File: src/rtl/spike_timestamp_fifo.sv
// Spike event timestamper: rising-edge detect on spike_in, prescaled free-running
// timebase, FWFT FIFO of event timestamps, saturating drop counter.
module spike_timestamp_fifo #(
    parameter int TS_WIDTH   = 16,
    parameter int DEPTH      = 8,
    parameter int ADDR_WIDTH = 3,
    parameter int PRESCALE   = 100
) (
    input  logic                  clk,
    input  logic                  reset,
    input  logic                  spike_in,
    input  logic                  clear,
    input  logic                  ev_ready,
    output logic                  ev_valid,
    output logic [TS_WIDTH-1:0]   ev_timestamp,
    output logic [ADDR_WIDTH:0]   count,
    output logic                  full,
    output logic                  empty,
    output logic [7:0]            overflow_cnt
);

    // Keep the prescale counter at least one bit wide so PRESCALE=1 still elaborates.
    localparam int                  PW         = (PRESCALE > 1) ? $clog2(PRESCALE) : 1;
    localparam logic [PW-1:0]       PCNT_MAX   = PW'(PRESCALE - 1);
    localparam logic [ADDR_WIDTH:0] COUNT_FULL = (ADDR_WIDTH + 1)'(DEPTH);

    logic [PW-1:0]         pcnt_q, pcnt_d;
    logic [TS_WIDTH-1:0]   ts_q, ts_d;
    logic                  spike_prev_q, spike_prev_d;
    logic [ADDR_WIDTH-1:0] wr_ptr_q, wr_ptr_d;
    logic [ADDR_WIDTH-1:0] rd_ptr_q, rd_ptr_d;
    logic [ADDR_WIDTH:0]   count_q, count_d;
    logic [7:0]            ovf_q, ovf_d;

    logic [TS_WIDTH-1:0]   mem [DEPTH];
    logic                  spike_event, push, pop, wr_en;

    assign ev_valid     = (count_q != '0);
    assign empty        = (count_q == '0);
    assign full         = (count_q == COUNT_FULL);
    assign count        = count_q;
    assign overflow_cnt = ovf_q;
    assign ev_timestamp = mem[rd_ptr_q];

    always_comb begin
        pcnt_d       = pcnt_q;
        ts_d         = ts_q;
        spike_prev_d = spike_in;
        wr_ptr_d     = wr_ptr_q;
        rd_ptr_d     = rd_ptr_q;
        count_d      = count_q;
        ovf_d        = ovf_q;
        wr_en        = 1'b0;

        spike_event = spike_in & ~spike_prev_q;
        pop         = ev_valid & ev_ready;
        // A full FIFO can still accept when the head leaves on the same edge.
        push        = spike_event & (~full | pop);

        if (clear) begin
            pcnt_d   = '0;
            ts_d     = '0;
            wr_ptr_d = '0;
            rd_ptr_d = '0;
            count_d  = '0;
            ovf_d    = '0;
        end else begin
            if (pcnt_q == PCNT_MAX) begin
                pcnt_d = '0;
                ts_d   = ts_q + 1'b1;
            end else begin
                pcnt_d = pcnt_q + 1'b1;
            end

            if (push) begin
                wr_en    = 1'b1;
                wr_ptr_d = wr_ptr_q + 1'b1;
            end
            if (pop) begin
                rd_ptr_d = rd_ptr_q + 1'b1;
            end

            case ({push, pop})
                2'b10:   count_d = count_q + 1'b1;
                2'b01:   count_d = count_q - 1'b1;
                default: count_d = count_q;
            endcase

            if (spike_event && !push && (ovf_q != 8'hFF)) begin
                ovf_d = ovf_q + 1'b1;
            end
        end
    end

    always_ff @(posedge clk or posedge reset) begin
        if (reset) begin
            pcnt_q       <= '0;
            ts_q         <= '0;
            spike_prev_q <= 1'b0;
            wr_ptr_q     <= '0;
            rd_ptr_q     <= '0;
            count_q      <= '0;
            ovf_q        <= '0;
        end else begin
            pcnt_q       <= pcnt_d;
            ts_q         <= ts_d;
            spike_prev_q <= spike_prev_d;
            wr_ptr_q     <= wr_ptr_d;
            rd_ptr_q     <= rd_ptr_d;
            count_q      <= count_d;
            ovf_q        <= ovf_d;
        end
    end

    // Storage carries no reset; stale slots are unreachable once count is zero.
    always_ff @(posedge clk) begin
        if (wr_en) begin
            mem[wr_ptr_q] <= ts_q;
        end
    end

endmodule

File: config.mk
export PLATFORM = sky130hd
export DESIGN_NAME = spike_timestamp_fifo
export DESIGN_NICKNAME = d
export VERILOG_FILES = /design/src/rtl/spike_timestamp_fifo.sv
export SDC_FILE = /design/constraint.sdc
export NUM_CORES = 1
export LEC_CHECK = 0
export ABC_AREA = 0
export CAP_MARGIN = 30
export CORE_UTILIZATION = 56
export CTS_BUF_LIST = sky130_fd_sc_hd__clkbuf_4
export DETAILED_ROUTE_END_ITERATION = 16
export GPL_ROUTABILITY_DRIVEN = 0
export HOLD_SLACK_MARGIN = 0.06
export PLACE_DENSITY = 0.78
export RECOVER_POWER = 100
export SYNTH_ARGS = -nofsm -noshare
export SYNTH_HDL_FRONTEND = slang
export SYNTH_SLANG_ARGS = --single-unit
File: constraint.sdc
create_clock -name clk -period 2.7 [get_ports clk]
set_input_delay 0.54 -clock clk [delete_from_list [all_inputs] [get_ports clk]]
set_output_delay 0.54 -clock clk [all_outputs]
set_load 0.05 [all_outputs]
==> metrics.md <==
| Metric | Value |
|---|---|
| FMAX | `359 MHz` |
| First-pass GRT wire length | `22.0 mm` |
| DR vias | `4021` |
| Tot Pwr | `6900 uW` |
| WS Path Type | `flop to primary output` |
| Slowest CP cell | `mux4_2` |
| Vert. Die Dim | `114 um` |
| GRT Total Usage | `23.1%` |
| RSZ-0062 raised after global routing | `yes` |
| Setup ws final | `-0.0875 ns` |
| Failing checks | `max-capacitance violations, max-slew violations, negative setup slack` |
| Placed cell count | `636` |
| # clock sinks | `170` |
| Die X | `114 um` |
| Maxcap violations | `1` |
| Worst slew pin tran | `1.62 ns` |
| Drt total wl | `13.6 mm` |
| CTS tree | `yes` |
| I/O pin cnt | `36` |
| Num CTS Buffers | `17` |
| Distinct cells, synth | `43` |
| Element type at the critical path start | `flop` |
| Syn avg cell area | `16.6 um^2` |
| Most frequent cells after synthesis | `edfxtp_1, dfrtp_1, mux4_2, nor2_1, mux2_2` |
| Mapped Cells | `425` |
| Post-Syn Nets | `438` |
| Number of synthesized register bits | `170` |
| Post-route cell area | `0.00826 mm^2` |
| # setup viols final | `16` |
| Static leakage | `0.00296 uW` |
| Area leader, netlist | `edfxtp_1` |
| Slew Viols, Final | `40` |
| Wire per inst | `20.2 um` |
| Async SR Flop Fraction | `24.7%` |
| Slew HR | `-8.14%` |
| Most used standard cell by instance count after synthesis | `edfxtp_1` |
| Vias in the first global route | `4103` |
| H-tree level count | `4` |
| ANT cells | `0` |
| Routed vias/inst | `5.97` |
| Post-synth EDFFs | `128` |
| DRT Pass-1 Iters | `4` |
| Port Buffers | `35` |
| Share of layout cells above drive strength 1 | `26.1%` |
| Status | `finished, violations left` |
| GR Overflow Total | `0` |
| Post-DRT Antenna Nets | `0` |
| Slowest stage delay, CP | `0.50 ns` |
| Cell Pwr Density | `835 mW/mm^2` |
| Final min period | `2.79 ns` |
| Critical-path cell list | `buf_12 -> buf_16 -> mux4_2 -> mux2_4 -> buf_8` |
| Drc violations | `0` |
| Clock latency on the worst-skew pair | `0.54 ns` |
| Die area | `0.0131 mm^2` |
| Antenna violations before repair | `0` |
| WHS | `0.462 ns` |
| DP HPWL | `8.37 mm` |
| Placed Area | `0.00777 mm^2` |
| Synth area leaders | `edfxtp_1, dfrtp_1, mux4_2` |
| Post-layout nets | `505` |
| Largest net degree at the start of global routing | `43` |
| Fin. Hold Viols | `0` |
| Worst path required time | `2.16 ns` |
| Clock slew at reported path FFs | `0.13 ns` |
| Iter 0 DRT Violations | `373` |
| Skew final | `0.0164 ns` |
| CP max FO | `8` |
| Placeable core area | `0.0122 mm^2` |
| Most used DFF post-synth | `edfxtp_1` |
| Top-area cell type share of the netlist area | `54.4%` |
| Yosys warnings | `0` |
| Fin util | `67.9%` |
| CTS Buffer Depth | `2` |
| Starting Density | `58.1%` |
| Register area share after synthesis | `69.2%` |
| Crit share post-route | `103%` |
| Worst min path class | `flop to flop` |
| Synthesized cell area | `0.00707 mm^2` |
| Worst VDD drop | `754 uV` |
| Rows | `40` |
| Crit path arrival time | `2.25 ns` |
| Area Growth Syn to Fin | `16.8%` |
| Root buf cell | `clkbuf_4` |
| Worst setup EP type | `primary output` |
| Cell Count, Final, Fillers Out | `673` |
sequential cells by signal, indices dropped and copies added (netlist names):
signal,cells
mem,128
ts_q,16
overflow_cnt,8
pcnt_q,7
count,4
rd_ptr_q,3
wr_ptr_q,3
spike_prev_q,1
worst paths after layout:
| path | startpoint | end | slack, ns | cells after the start |
|---|---|---|---|---|
| hold / removal | pcnt_q[0]$_DFF_PP0_ | pcnt_q[0]$_DFF_PP0_ | 0.46 | 1 |
| min in group asynchronous | reset | pcnt_q[2]$_DFF_PP0_ | 0.75 | 3 |
| setup / recovery | rd_ptr_q[0]$_DFFE_PP0P_ | ev_timestamp[1] | -0.09 | 5 |
| hold reg to reg | pcnt_q[0]$_DFF_PP0_ | pcnt_q[0]$_DFF_PP0_ | 0.46 | 1 |
| setup reg to reg | count[1]$_DFFE_PP0P_ | count[3]$_DFFE_PP0P_ | 0.14 | 8 |
| max in group asynchronous | reset | rd_ptr_q[0]$_DFFE_PP0P_ | 1.25 | 3 |
per-layer routing:
layer | vias up | GRT usage (%) | share of wire [%]
met5 | - | 0 | 0
met4 | 0 | 7.45 | 1.1
met3 | 15 | 4.08 | 5.3
met2 | 143 | 37.6 | 51
met1 | 2061 | 32.1 | 43
li1 | 1802 | - | -
layout make-up:
cell class,count,area [um^2]
clock inverters,15,253
flip-flops and latches,170,4900
well taps,168,210
repair buffers,68,647
multi-input cells,229,2100
clock buffers,17,128
fillers,843,3910
inverters,6,22.5
stage by stage:
step	worst slack (ns)	setup TNS (ns)
floorplan	-0.0954	-5.16
global placement	-0.0458	-0.992
detailed placement	-0.246	-12.66
CTS	-0.144	-2.16
global route	-0.171	-2.74
finish	-0.0875	-1.10
repair_timing:
| item | CTS | global route |
|---|---|---|
| resized for setup | 34 | 6 |
| setup endpoints to repair | 17 | 17 |
| hold buffers | 0 | 0 |
| buffers inserted | 4 | 0 |
| cloned | 3 | 0 |
kinds of logic after synthesis:
kind of cell / synth area share [%]
xor+xnor: 2.23
fa+ha+maj: 1.52
buf+inv: 1.54
compound gates: 3.24
simple gates: 8.62
mux: 13.6
flops: 69.2
layout by cell type (no fill, tap or decap), drive strengths merged, types with 2 or more instances in the layout:
cell         instances
a21oi               17
and2                 3
and3                 2
buf                 30
bufinv               7
clkbuf              39
clkinv               7
dfrtp               42
dlygate4sd3         15
edfxtp             128
ha                   7
inv                  6
mux2                18
mux2i                4
mux4                32
nand2                9
nand2b               7
nand3               15
nand4                6
nor2                32
nor2b                5
nor3                 3
nor4b                2
o21ai                7
o31ai                9
or2                  3
or3                  9
or4                 10
xnor2                7
xor2                11
power breakdown:
part           switching [uW]  internal (uW)  leakage, uW
sequential               87.5           2840      0.00177
combinational            1160            979     0.000999
clock                     829           1000     0.000198
worst max-delay path: cells and delay by family, from the launching register on:
kind	cells	cell delay [ns]
muxes	2	0.79
DFF	1	0.47
buffers and inverters	3	0.44
(Power assumes the default switching activity.)
